[src/rtl/zigbee_pad_host.sv]
// zigbee_pad_host: drives the chip's pad-mux select/input pins per command and returns a filtered sample of its output pins
module zigbee_pad_host #(
    parameter int SETUP_CYCLES   = 4,
    parameter int STABLE_CYCLES  = 3,
    parameter int TIMEOUT_CYCLES = 255
) (
    input  logic        clk_i,
    input  logic        resetn_i,
    input  logic        cmd_valid_i,
    output logic        cmd_ready_o,
    input  logic [1:0]  cmd_sel_i,
    input  logic [21:0] cmd_data_i,
    output logic        rsp_valid_o,
    input  logic        rsp_ready_i,
    output logic [17:0] rsp_data_o,
    output logic        rsp_timeout_o,
    output logic [1:0]  rsp_sel_o,
    output logic [1:0]  pad_sel_o,
    output logic [21:0] pad_in_o,
    input  logic [17:0] pad_out_i,
    output logic        busy_o
);
    localparam logic [7:0]  SETUP_LAST = 8'(SETUP_CYCLES - 1);
    localparam logic [3:0]  STABLE_N   = 4'(STABLE_CYCLES);
    localparam logic [15:0] TIMEOUT_N  = 16'(TIMEOUT_CYCLES);

    typedef enum logic [1:0] {IDLE, SETUP, SAMPLE, RESP} state_t;

    state_t      state;
    logic [17:0] sync1_q;
    logic [17:0] sync_q;
    logic [17:0] prev_q;
    logic [7:0]  setup_cnt;
    logic [3:0]  stable_cnt;
    logic [15:0] timeout_cnt;
    logic [3:0]  stable_nxt;
    logic [15:0] timeout_nxt;
    logic        stable_hit;
    logic        timeout_hit;

    assign busy_o = (state != IDLE);

    // Next values of the saturating sample counters and the two exit conditions
    always_comb begin
        stable_nxt  = (sync_q == prev_q) ? ((stable_cnt == 4'hF) ? stable_cnt : stable_cnt + 4'd1) : 4'd1;
        timeout_nxt = (timeout_cnt == 16'hFFFF) ? timeout_cnt : timeout_cnt + 16'd1;
        stable_hit  = (stable_nxt >= STABLE_N);
        timeout_hit = (timeout_nxt >= TIMEOUT_N);
    end

    // Two-flop synchroniser for the chip output pins, which are asynchronous to clk_i
    always_ff @(posedge clk_i or negedge resetn_i) begin
        if (!resetn_i) begin
            sync1_q <= '0;
            sync_q  <= '0;
        end else begin
            sync1_q <= pad_out_i;
            sync_q  <= sync1_q;
        end
    end

    // Command sequencer: present pads, wait setup, filter samples, hold response until consumed
    always_ff @(posedge clk_i or negedge resetn_i) begin
        if (!resetn_i) begin
            state         <= IDLE;
            cmd_ready_o   <= 1'b0;
            rsp_valid_o   <= 1'b0;
            rsp_data_o    <= '0;
            rsp_timeout_o <= 1'b0;
            rsp_sel_o     <= '0;
            pad_sel_o     <= '0;
            pad_in_o      <= '0;
            prev_q        <= '0;
            setup_cnt     <= '0;
            stable_cnt    <= '0;
            timeout_cnt   <= '0;
        end else begin
            case (state)
                IDLE: begin
                    cmd_ready_o <= !(cmd_valid_i && cmd_ready_o);
                    if (cmd_valid_i && cmd_ready_o) begin
                        rsp_sel_o   <= cmd_sel_i;
                        prev_q      <= '0;
                        setup_cnt   <= '0;
                        stable_cnt  <= '0;
                        timeout_cnt <= '0;
                        if (cmd_sel_i == 2'd0) begin
                            rsp_data_o    <= '0;
                            rsp_timeout_o <= 1'b0;
                            rsp_valid_o   <= 1'b1;
                            state         <= RESP;
                        end else begin
                            pad_sel_o <= cmd_sel_i;
                            pad_in_o  <= cmd_data_i;
                            state     <= SETUP;
                        end
                    end
                end
                SETUP: begin
                    if (setup_cnt >= SETUP_LAST) state <= SAMPLE;
                    else setup_cnt <= setup_cnt + 8'd1;
                end
                SAMPLE: begin
                    stable_cnt  <= stable_nxt;
                    timeout_cnt <= timeout_nxt;
                    prev_q      <= sync_q;
                    if (stable_hit || timeout_hit) begin
                        rsp_data_o    <= sync_q;
                        rsp_timeout_o <= !stable_hit;
                        rsp_valid_o   <= 1'b1;
                        state         <= RESP;
                    end
                end
                RESP: begin
                    if (rsp_ready_i) begin
                        rsp_valid_o <= 1'b0;
                        pad_sel_o   <= '0;
                        cmd_ready_o <= 1'b1;
                        state       <= IDLE;
                    end
                end
            endcase
        end
    end
endmodule

[config.mk]
export PLATFORM = sky130hd
export DESIGN_NAME = zigbee_pad_host
export DESIGN_NICKNAME = d
export VERILOG_FILES = /design/src/rtl/zigbee_pad_host.sv
export SDC_FILE = /design/constraint.sdc
export NUM_CORES = 1
export LEC_CHECK = 0
export CAP_MARGIN = 20
export CORE_ASPECT_RATIO = 0.7
export CORE_MARGIN = 3
export CORE_UTILIZATION = 45
export DETAILED_ROUTE_END_ITERATION = 8
export PLACE_DENSITY = 0.82
export SLEW_MARGIN = 25
export SYNTH_ARGS = -nofsm -noshare
export SYNTH_HDL_FRONTEND = slang
export SYNTH_SLANG_ARGS = --single-unit
export TNS_END_PERCENT = 10
[constraint.sdc]
create_clock -name clk_i -period 2.5 [get_ports clk_i]
set_input_delay 0.625 -clock clk_i [delete_from_list [all_inputs] [get_ports clk_i]]
set_output_delay 0.625 -clock clk_i [all_outputs]
set_load 0.01 [all_outputs]
======== Word-level counts from Yosys, hierarchy flattened ========
Index checks and enable logic that the tools add are counted.
storage, ports and cells
  flip-flop bits (word level) ............. 131
  output and inout port bits .............. 48
  word-level logic and storage cells ...... 90
operators by class
  add/sub/neg operators ................... 3
  order comparisons ....................... 3
  equality and inequality tests ........... 13
  mux-type cells .......................... 36
  bitwise gates (word level) .............. 1
  reductions and logical operators ........ 20
operator list
  kind                   number
  $mux 18                4
  $pmux 18 s2            2
  $mux 16                2
  $pmux 16 s2            1
  $eq 18x18->1           1
  $add 16x1->16 const B  1
  $eq 16x16->1 const B   1
  $ge 16x8->1 const B    1
  $mux 8                 2
  $pmux 8 s2             1
  $mux 2                 7
  $ne 2x2->1 const B     7
  $mux 4                 3
  $reduce_and 4->1       3
  $add 8x1->8 const B    1
  $ge 8x2->1 const B     1
  $mux 1                 8
  $pmux 2 s4             1
  $pmux 4 s2             1
  $reduce_bool 2->1      4
  $reduce_and 2->1       3
  $reduce_and 3->1       2
  $reduce_and 5->1       1
  $add 4x1->4 const B    1
  13 further kinds       17

======== Depth between registers and ports, before layout ========
Gate-level depths: netlist (run 1).
  word-level depth ........................ 7
  mapped depth ............................ 11

======== Worst setup path before layout (run 1) ========
OpenSTA, ideal clock, no wires.
  path type ............................... flip-flop to flip-flop
  from .................................... register timeout_cnt[0]
  to ...................................... register state[1]
  setup time .............................. 0.125 ns
  arrival ................................. 2.496 ns
  data required time ...................... 2.375 ns
  setup slack ............................. -0.121 ns
  cell stages (with the launch flop) ...... 9
  buffers on the path ..................... 0
  clock period less this slack ............ 2.621 ns
  path through ............................ dfrtp_1 > ha_1 > nand4_1 > nor2_1 > and4_1 > o22ai_1 > or4b_4 > o21ai_0 > mux2_2
between the ends
  longest elaborated chain between the ends .. 6
RTL lines
  item                                                  line  RTL
  from (decl)                                           35    logic [15:0] timeout_cnt;
  from (signal assigned)                                105   timeout_cnt <= timeout_nxt;
  $add 16x1->16 / $eq 16x16->1 (equally long branches)  46    timeout_nxt = (timeout_cnt == 16'hFFFF) ? timeout_cnt : timeout_cnt + 16'd1;
  $mux 16 *                                             46
  $ge 16x8->1 *                                         48    timeout_hit = (timeout_nxt >= TIMEOUT_N);
  $logic_or 1x1->1 *                                    107   if (stable_hit || timeout_hit) begin
  $ne 2x2->1 (no source line) *                         -
  $reduce_and 4->1 (no source line) *                   -
  to (signal assigned)                                  65    state <= IDLE;
  to (signal assigned)                                  111   state <= RESP;
  to (signal assigned)                                  119   state <= IDLE;
  to (decl)                                             29    state_t state;
Every way passes the cells marked *; elsewhere a longest branch is shown, timed or not.
A chain may end at the register's enable or synchronous reset.

======== Worst setup path after layout (run 1) ========
  from .................................... register stable_cnt[1]
  to ...................................... register rsp_data_o[0]
between the ends
  longest elaborated chain between the ends .. 7
RTL lines
  item                                              line  RTL
  from (decl)                                       34    logic [3:0] stable_cnt;
  from (signal assigned)                            104   stable_cnt <= stable_nxt;
  $add 4x1->4 / $eq 4x4->1 (equally long branches)  45    stable_nxt = (sync_q == prev_q) ? ((stable_cnt == 4'hF) ? stable_cnt : stable_cnt + 4'd1) : 4'd1;
  $mux 4 * (2 in a row)                             45
  $ge 4x2->1 *                                      47    stable_hit = (stable_nxt >= STABLE_N);
  $logic_or 1x1->1 *                                107
  $ne 2x2->1 (no source line) *                     -
  $reduce_and 4->1 (no source line) *               -
  to (signal assigned)                              108   rsp_data_o <= sync_q;
  to (decl)                                         15    output logic [17:0] rsp_data_o,
Marked as above.

==> results of run 1 <==
## report_power, final
group          switching [mW]  total, mW  internal [mW]
Combinational            1.61       3.33           1.72
Sequential              0.312       2.92           2.61
Clock                   0.929       2.52           1.59
## per-stage QoR
step	power [mW]	hold WS [ns]	instances	worst slack (ns)	TNS [ns]
CTS	8.56	0.214	793	-0.0522	-0.170
detailed placement	5.95	0.335	760	-0.0600	-0.350
global placement	5.82	0.332	760	-0.00861	-0.0912
floorplan	4.63	0.329	489	0.0256	0
global route	9.19	0.231	799	-0.167	-2.75
finish	8.77	0.201	799	-0.0789	-0.702
## worst max-delay path, stage by stage, from the launching register on
cell     delay, ns
dfrtp_1       0.42
ha_4          0.19
nand2_1       0.10
a21oi_1       0.18
o21a_1        0.17
o41ai_2       0.08
buf_4         0.14
or4b_4        0.57
o21ba_4       0.26
buf_12        0.16
mux2i_4       0.19
## final cells by class
type / count / area [um^2] / share of cell area, %
clock inverter: 12 / 156 / 2.02
inverter: 32 / 120 / 1.55
multi-input combinational: 302 / 2160 / 27.9
timing repair buffer: 146 / 1400 / 18.0
tap: 157 / 196 / 2.53
sequential: 131 / 3280 / 42.3
clock buffer: 19 / 443 / 5.71
## layer usage
metal	global-route usage (%)	vias to the layer above	routed length [um]
met1	26.2	2219	6150
li1	-	2009	-
met4	8.87	0	243
met2	30.7	194	6790
met5	0	-	0
met3	4.13	27	871
## cells by family after synthesis
family	after synthesis
flops	131
simple gates	126
compound gates	101
buf+inv	56
mux	46
xor+xnor	22
fa+ha+maj	7
## worst max path at each step
stage | start | to | slack (ns) | cells after the start
final | stable_cnt[1] | rsp_data_o[0] | -0.08 | 10
after global routing | stable_cnt[1] | rsp_data_o[4] | -0.17 | 10
after CTS | timeout_cnt[1] | rsp_data_o[5] | -0.05 | 10
after detailed placement | timeout_cnt[1] | rsp_data_o[8] | -0.06 | 10
after global placement | timeout_cnt[1] | rsp_data_o[11] | -0.009 | 10
after floorplan | timeout_cnt[9] | rsp_timeout_o | 0.03 | 10
## synth_stat cells (all sizes together)
library cell	count	share of area (%)
o22ai	2	0.22
or2	2	0.22
a22o	22	3.4
a211o	1	0.16
a31oi	5	0.56
nor2b	1	0.11
mux2	26	5.2
o31ai	5	0.67
ha	7	1.6
nand2	46	3.1
nand3	17	1.5
nor3	6	0.54
o41ai	1	0.16
clkbuf	15	1.0
nor4	6	0.94
a21o	1	0.13
mux2i	20	3.6
nor2	22	1.5
xor2	15	2.4
and4	4	0.63
o21a	3	0.40
nor3b	1	0.13
a2bb2oi	1	0.16
a21oi	18	1.6
dfrtp	131	59
or4	1	0.13
a32o	1	0.18
or2b	1	0.13
inv	32	2.2
o21ai	34	3.0
o32ai	1	0.16
and2	3	0.34
a41oi	4	0.63
nand4	12	1.5
and3	2	0.22
nor4b	1	0.16
buf	9	1.1
or4b	1	0.25
o21ba	2	0.36
xnor2	7	1.1
## state kept, by name, summed over array words and instances, names as in the netlist
signal / count
pad_in_o: 22
prev_q: 18
rsp_data_o: 18
sync1_q: 18
sync_q: 18
timeout_cnt: 16
setup_cnt: 8
stable_cnt: 4
pad_sel_o: 2
rsp_sel_o: 2
state: 2
cmd_ready_o: 1
rsp_timeout_o: 1
rsp_valid_o: 1
## what timing repair did
item,CTS,global route
buffers inserted,2,4
pin swaps,0,2
gates resized for setup,5,14
cloned,0,2
hold buffers,0,0
setup endpoints to repair,22,22
## layout by cell type (no fill, tap or decap), types with 15 or more instances in the layout
| master | n |
|---|---|
| o21ai_0 | 30 |
| clkdlybuf4s50_1 | 91 |
| dfrtp_1 | 131 |
| inv_1 | 32 |
| nand3_1 | 16 |
| mux2i_1 | 18 |
| xor2_1 | 15 |
| mux2_2 | 26 |
| buf_4 | 49 |
| nand2_1 | 46 |
| a22o_1 | 22 |
| a21oi_1 | 17 |
| nor2_1 | 20 |
| clkbuf_16 | 19 |
==> flow_summary_export.csv, run 1 <==
group,metric,value,unit
pwr,power_density,1130,nW/um^2
floorplan,die_w,139,um
clocking,clkLatencyLatePin,0.42,ns
global_route,antenna_found_initial,0,
floorplan,die_h,99.2,um
critical_path,cp-end-kind,"flip-flop",
timing,fmax,388,MHz
layout,syn2layout_area_growth,38.8,%
clocking,path_clk_slew,0.06,ns
placement,globalplace.congestion,0.913,
global_route,grt_use_total,19.4,%
synth,seq_area_frac_synth,58.7,%
floorplan,start_util,46.8,%
critical_path,worstReg2RegStart,"stable_cnt[1]",
critical_path,crit_type,"flip-flop to flip-flop",
global_route,grt_max_degree,50,
placement,dpl_cell_area,6990,um^2
synth,syn_inst,489,
timing,min_period,2.58,ns
timing,drv_slew,0,
pwr,peakVddDrop,646,uV
layout,fin_util,65.0,%
routing,drc,0,
synth,ys_types,48,
layout,drive_gt1_share,20.6,%
routing,vias,4449,
timing,timing.final.setup_violations,21,
routing,vias_per_cell,5.57,
synth,synth_nets,542,
global_route,grt_pass1_wl,21600,um
placement,dpl.hpwl,8770,um
critical_path,rrSetupSlack,-0.08,ns
critical_path,cp-start-kind,"flip-flop",
timing,rsz0062_at_grt,"true",
critical_path,ff2ff_path_depth,10,
synth,ys_warn_count,0,
critical_path,reg2reg_to,"rsp_data_o[0]",
synth,synth_simple_gate_area_share,11.4,%
layout,antenna-diode-count,0,
timing,fin_skew,0.00926,ns
layout,fillers,856,
timing,fin_crit_sh,103,%
flow_run,maxCapViolCount,0,
clocking,cts_sinks,131,
clocking,cts_buffers,17,
layout,finalInstanceArea,7760,um^2
timing,hold_viol,0,
floorplan,rows,33,
synth,synth-seq-cells,131,
clocking,cts_tree,"built",
timing,worstMarginPinSlew,0.570,ns
synth,syn_area,5590,um^2
routing,ant_nets,0,
routing,drtIter0Drc,350,
outcome,status,"finished, violations left",
outcome,violations,"setup timing",
critical_path,critPathArrivalTime,2.87,ns
floorplan,io_pins,94,
synth,synth-compound-area-share,11.9,%
routing,wl_per_cell,17.6,um
layout,nNetsFinal,683,
synth,synth.area.mux_share,8.82,%
synth,synth_top_family_by_area,"compound AO/OA/AOI/OAI gates",
floorplan,core_area,11900,um^2
hold_path,min_path_type,"input pin to asynchronous set/reset pin",
synth,synthXorXnorAreaFrac,3.45,%
synth,yosys.area_share.adder,1.57,%
global_route,grt_overflow_total,0,
pwr,power_leakage,3.40,nW
placement,portBuffers,93,
clocking,clk_root_buffer_cell,"clkbuf_16",
global_route,grt_pass1_vias,4452,
routing,drtPass1Iterations,5,
timing,layout_setup_ws,-0.0789,ns
floorplan,die_area,13800,um^2
clocking,clk_path_buf_depth,2,
routing,wl,14100,um
critical_path,crit_fanout,5,
timing,relSlewSlack,61.7,%
critical_path,cp.required,2.79,ns
synth,syn_area_per_cell,11.4,um^2
clocking,h-tree-depth,4,
(Power assumes the default switching activity.)
==> run 2, diff against run 1 <==
- CELL_PAD_IN_SITES_DETAIL_PLACEMENT: not set -> 1
- CELL_PAD_IN_SITES_GLOBAL_PLACEMENT: not set -> 2
- CORE_MARGIN: 3 -> not set
- CORE_UTILIZATION: 45 -> 31
- PLACE_DENSITY: 0.82 -> 0.85
==> run 2 against run 1 <==
  * The run still ends with setup timing left
  * Hold slack improved by 0.0085 ns
  * Die area increased by 34%
  * Via count decreased by 3.3%
  * Worst setup slack got worse by 0.010 ns
  * Total power decreased by 1.8%
  * Cell area increased by 1.3%
  * Clock power decreased by 6%
  * Combinational power about the same
  * Largest power group unchanged
  * Register-to-register slack about the same
  * Core utilization decreased by 20 points
  * Fmax decreased by 0.39%
==> flow_summary_export.csv, run 2 (same netlist as run 1, synthesis figures left out) <==
group,metric,value,unit
outcome,status,"finished, violations left",
outcome,violations,"setup timing",
routing,wl_per_cell,17.5,um
routing,vias,4303,
timing,drv_slew,0,
layout,final_cells,881,
timing,fin_skew,0.0118,ns
placement,place_inst,841,
clocking,cts_buffers,17,
layout,largest_reg_flops,22,
timing,layout_setup_ws,-0.0891,ns
critical_path,critical_path_buf_inv_count,2,
timing,hold_viol,0,
clocking,cts_tree,"built",
clocking,holdBufCountCts,0,
layout,mostFrequentLayoutCells,"dfrtp_1, clkdlybuf4s50_1, buf_4",
timing,rsz0062_at_grt,"true",
clocking,clk_root_buffer_cell,"clkbuf_16",
layout,antenna-diode-count,0,
timing,relSlewSlack,59.3,%
placement,place_ws,-0.302,ns
routing,ant_nets,0,
critical_path,path_cells,"nand3_1 -> or4_4 -> nand4_1 -> xor2_2 -> o31ai_4 -> buf_6 -> o21ba_4 -> buf_6 -> mux2i_2",
placement,dpl_cell_area,7120,um^2
layout,top_register,"pad_in_o",
layout,nNetsFinal,690,
critical_path,path_common_cell,"buf_6",
timing,fmax,386,MHz
clocking,cts_sinks,131,
critical_path,critPathArrivalTime,2.92,ns
layout,finalInstanceArea,7860,um^2
clocking,clkLatencyLatePin,0.42,ns
routing,drc,0,
critical_path,cp-end-kind,"flip-flop",
clocking,h-tree-depth,4,
routing,drtPass1Iterations,4,
floorplan,io_pins,94,
critical_path,cp-start-kind,"flip-flop",
layout,fin_util,45.2,%
layout,final_common_cell,"dfrtp_1",
routing,drtIter0Drc,201,
global_route,grt_use_total,17.9,%
critical_path,slowest_stage,"or4_4",
timing,timing.final.setup_violations,21,
floorplan,core_area,17400,um^2
floorplan,die_w,162,um
critical_path,cpPeakStageDelay,0.61,ns
global_route,grt_pass1_vias,4800,
critical_path,cp.required,2.83,ns
critical_path,crit_fanout,6,
floorplan,die_h,114,um
timing,tns,-0.940,ns
timing,worstMarginPinSlew,0.605,ns
timing,min_period,2.59,ns
global_route,grt_pass1_wl,25700,um
pwr,power_density,1100,nW/um^2
pwr,peakVddDrop,530,uV
global_route,grt_overflow_total,0,
routing,wl,15400,um
clocking,clk_path_buf_depth,2,
placement,globalplace.congestion,0.872,
global_route,grt_max_degree,47,
hold_path,min_path_type,"input pin to asynchronous set/reset pin",
layout,syn2layout_area_growth,40.6,%
placement,portBuffers,93,
timing,fin_crit_sh,104,%
flow_run,maxCapViolCount,0,
placement,dpl.hpwl,10600,um
routing,vias_per_cell,4.88,
floorplan,die_area,18600,um^2
global_route,antenna_found_initial,0,
critical_path,crit_family,"simple AND/OR/NAND/NOR gates",
floorplan,rows,40,
floorplan,start_util,32.2,%
layout,fillers,1848,
critical_path,crit_type,"flip-flop to flip-flop",
layout,drive_gt1_share,21.2,%
pwr,power_leakage,3.41,nW
clocking,path_clk_slew,0.06,ns
==> run 2: changes by cell type in the layout (fill, tap and decap cells not counted), sizes merged <==
cell / before / now
bufinv: 3 / 0
inv: 33 / 40
clkinvlp: 1 / 3
buf: 52 / 61
clkinv: 7 / 4
clkbuf: 21 / 17
==> run 2: power by group <==
part | leakage, nW | switching, mW | internal, mW
Clock | 0.270 | 1.05 | 1.31
Sequential | 1.65 | 0.332 | 2.61
Combinational | 1.49 | 1.59 | 1.72
==> run 2: repair_timing <==
action                     CTS  global route
setup endpoints to repair   23            22
gates cloned                 2             0
pin swaps                    4             4
buffers inserted             3             3
resized for setup           12            10
==> run 2: metal layers <==
metal  wire length (um)  GRT usage (%)  vias to the layer above
met1               7310           24.0                     2190
met2               7400           29.2                       89
li1                   -              -                     2011
met3                503           4.53                       13
met5                  0              0                        -
met4                197           4.21                        0
==> run 2: final timing paths <==
kind / start / to / slack, ns / cells after the start
max reg2reg: timeout_cnt[5] / rsp_data_o[10] / -0.09 / 9
min in group clk_i: sync1_q[11] / sync_q[11] / 0.35 / 0
min reg2reg: sync1_q[11] / sync_q[11] / 0.35 / 0
max in group asynchronous: resetn_i / timeout_cnt[12] / 1.52 / 2
max: timeout_cnt[5] / rsp_data_o[10] / -0.09 / 9
min: resetn_i / sync1_q[10] / 0.21 / 1
==> run 2: area by class of cell <==
type,instances,area (um^2),area share (%)
timing repair buffer,153,1440,18.3
multi-input combinational,302,2160,27.5
clock buffer,17,425,5.42
clock inverter,15,141,1.80
tap,231,289,3.68
sequential,131,3280,41.7
inverter,32,120,1.53
==> run 2: per-stage QoR <==
stage / hold slack [ns] / power, mW
after detailed placement: 0.336 / 6.05
after global placement: 0.332 / 5.91
after floorplan: 0.329 / 4.63
after global routing: 0.241 / 9.09
after CTS: 0.216 / 8.68
final: 0.209 / 8.61
==> run 2: worst register-to-register path, cell delays in order, from the launching register on <==
cell and delay (ns):
dfrtp_1 0.42, nand3_1 0.13, or4_4 0.61, nand4_1 0.17
xor2_2 0.11, o31ai_4 0.32, buf_6 0.15, o21ba_4 0.22
buf_6 0.17, mux2i_2 0.22
==> run 3, diff against run 2 <==
- CORE_UTILIZATION: 31 -> 32
- CTS_BUF_LIST: not set -> sky130_fd_sc_hd__clkbuf_8
- PLACE_DENSITY: 0.85 -> 0.87
==> run 3 against run 2 <==
  * The flow still finishes with violations (setup timing)
  * Sequential share of layout area is 0.50 points higher
  * Cell area decreased by 1.2%
  * Register-to-register slack got worse by 0.04 ns
  * Critical endpoint is now rsp_data_o[14]
  * Sequential cell count unchanged
  * Combinational power increased by 2%
  * Critical path depth is 2 higher
==> flow_summary_export.csv, run 3 (same netlist as run 1, synthesis figures left out) <==
group,metric,value,unit
outcome,status,"finished, violations left",
outcome,violations,"setup timing",
timing,relSlewSlack,59.6,%
clocking,cts_buffers,17,
clocking,cts_tree,"built",
placement,place_inst,840,
timing,worstMarginPinSlew,0.607,ns
clocking,path_clk_slew,0.09,ns
routing,wl,14900,um
floorplan,start_util,32.6,%
flow_run,maxCapViolCount,0,
critical_path,critPathArrivalTime,2.99,ns
layout,nNetsFinal,690,
layout,syn2layout_area_growth,38.9,%
placement,globalplace.congestion,0.804,
floorplan,die_w,160,um
critical_path,worstReg2RegStart,"timeout_cnt[0]",
pwr,p_switching,2.93,mW
critical_path,critical_path_buf_inv_count,3,
critical_path,crit_fanout,5,
layout,largest_reg_flops,22,
critical_path,reg2reg_to,"rsp_data_o[14]",
timing,layout_setup_ws,-0.130,ns
timing,hold_viol,0,
critical_path,slowest_stage,"or4_4",
critical_path,path_cells,"ha_4 -> nand4_1 -> or4_4 -> buf_6 -> o31ai_4 -> a41oi_2 -> o31ai_4 -> buf_4 -> o21ba_4 -> buf_12 -> mux2i_2",
routing,drtIter0Drc,152,
layout,final_common_cell,"dfrtp_1",
timing,timing.final.setup_violations,21,
global_route,grt_overflow_total,0,
hold_path,min_path_type,"input pin to asynchronous set/reset pin",
routing,met2_length,7290,um
timing,rsz0062_at_grt,"true",
routing,ant_nets,0,
pwr,peakVddDrop,489,uV
critical_path,crit_family,"compound AO/OA/AOI/OAI gates",
routing,vias_per_cell,4.94,
floorplan,io_pins,94,
placement,portBuffers,93,
layout,antenna-diode-count,0,
floorplan,die_h,113,um
critical_path,ff2ff_path_depth,11,
global_route,antenna_found_initial,0,
critical_path,cp.required,2.86,ns
timing,fin_skew,0.0127,ns
critical_path,cp-end-kind,"flip-flop",
clocking,cts_sinks,131,
pwr,p_sw_share,36.1,%
global_route,grt_max_degree,50,
global_route,grt_pass1_vias,4846,
routing,wl_per_cell,17.0,um
critical_path,cp-start-kind,"flip-flop",
routing,wl_met3,524,um
pwr,cellInternalPower,5.18,mW
pwr,p_seq_share,36.0,%
critical_path,cpPeakStageDelay,0.49,ns
critical_path,path_common_cell,"o31ai_4",
critical_path,crit_type,"flip-flop to flip-flop",
timing,fmax,380,MHz
routing,wl_met1,6930,um
clocking,clk_path_buf_depth,2,
placement,dpl.hpwl,10100,um
routing,maxUsedRoutingLayer,"met4",
timing,min_period,2.63,ns
layout,fillers,1859,
pwr,power_frac_clock,22.3,%
layout,top_register,"pad_in_o",
clocking,clkLatencyLatePin,0.45,ns
timing,drv_slew,0,
layout,final_cells,881,
global_route,grt_pass1_wl,24900,um
layout,fin_util,45.3,%
routing,vias,4349,
floorplan,rows,40,
layout,seq_area,3280,um^2
pwr,combPwrFrac,41.7,%
timing,fin_crit_sh,105,%
routing,drc,0,
clocking,clk_root_buffer_cell,"clkbuf_8",
clocking,h-tree-depth,4,
pwr,power_density,1040,nW/um^2
routing,drtPass1Iterations,4,
floorplan,core_area,17100,um^2
layout,multiInputGateArea,2240,um^2
timing,holdWs,0.168,ns
pwr,power_leakage,3.34,nW
layout,drive_gt1_share,23.2,%
critical_path,rrSetupSlack,-0.13,ns
layout,mostFrequentLayoutCells,"dfrtp_1, clkdlybuf4s50_1, buf_4",
floorplan,die_area,18000,um^2
global_route,grt_use_total,17.8,%
==> run 3: cell types whose count changed in the layout (fill, tap and decap cells not counted), sizes merged <==
cell,change
bufinv,+1
clkinv,-3
inv,+2
==> run 3: worst reg2reg max path, stage by stage, from the launching register on <==
cell     delay [ns]
dfrtp_1        0.40
ha_4           0.15
nand4_1        0.13
or4_4          0.49
buf_6          0.15
o31ai_4        0.05
a41oi_2        0.09
o31ai_4        0.31
buf_4          0.17
o21ba_4        0.21
buf_12         0.16
mux2i_2        0.22
==> run 3: how the worst max path moves through the flow <==
| stage | from | endpoint | slack, ns | depth (start not counted) |
|---|---|---|---|---|
| 2_1_floorplan | timeout_cnt[9] | rsp_timeout_o | 0.03 | 10 |
| 3_5_place_dp | timeout_cnt[0] | rsp_data_o[2] | -0.25 | 10 |
| 5_1_grt | timeout_cnt[0] | rsp_data_o[16] | -0.20 | 11 |
| 6_report | timeout_cnt[0] | rsp_data_o[14] | -0.13 | 11 |
| 4_1_cts | timeout_cnt[1] | rsp_data_o[10] | -0.21 | 12 |
| 3_3_place_gp | timeout_cnt[1] | rsp_data_o[7] | -0.06 | 10 |
==> run 3: per-layer routing <==
layer  up-vias  global-route usage (%)
met5         -                       0
met2        95                    29.9
met1      2218                    22.4
met4         0                    5.52
met3        20                    4.80
li1       2016                       -
==> run 3: stage by stage <==
stage	worst slack [ns]	area [um^2]	setup TNS, ns	power (mW)
2_1_floorplan	0.0256	5610	0	4.63
3_3_place_gp	-0.0584	7130	-0.984	5.92
3_5_place_dp	-0.253	7130	-3.74	6.06
4_1_cts	-0.213	7690	-3.86	8.28
5_1_grt	-0.201	7760	-3.15	8.62
6_report	-0.130	7760	-1.51	8.11
==> run 3: area by class of cell <==
cell class	instances	share of cell area, %
Clock buffer	17	3.02
Clock inverter	15	2.05
Inverter	32	1.55
Multi-Input combinational cell	302	28.8
Sequential cell	131	42.2
Tap cell	231	3.72
Timing Repair Buffer	153	18.6
==> run 3: timing repair <==
item	4_1_cts	5_1_grt
endpoints found under the setup margin	23	22
endpoints found under the hold margin	0	0
gates cloned	2	0
setup buffers	6	4
pin swaps	4	10
resized for setup	18	21
hold buffers	0	0
==> run 3: power groups by stage <==
stage | clock network [mW] | registers, mW | logic (mW)
2_1_floorplan | 0 | 3.03 | 1.59
3_3_place_gp | 0 | 2.92 | 2.99
3_5_place_dp | 0 | 2.96 | 3.10
4_1_cts | 1.87 | 2.92 | 3.48
5_1_grt | 1.96 | 2.98 | 3.68
6_report | 1.81 | 2.92 | 3.38
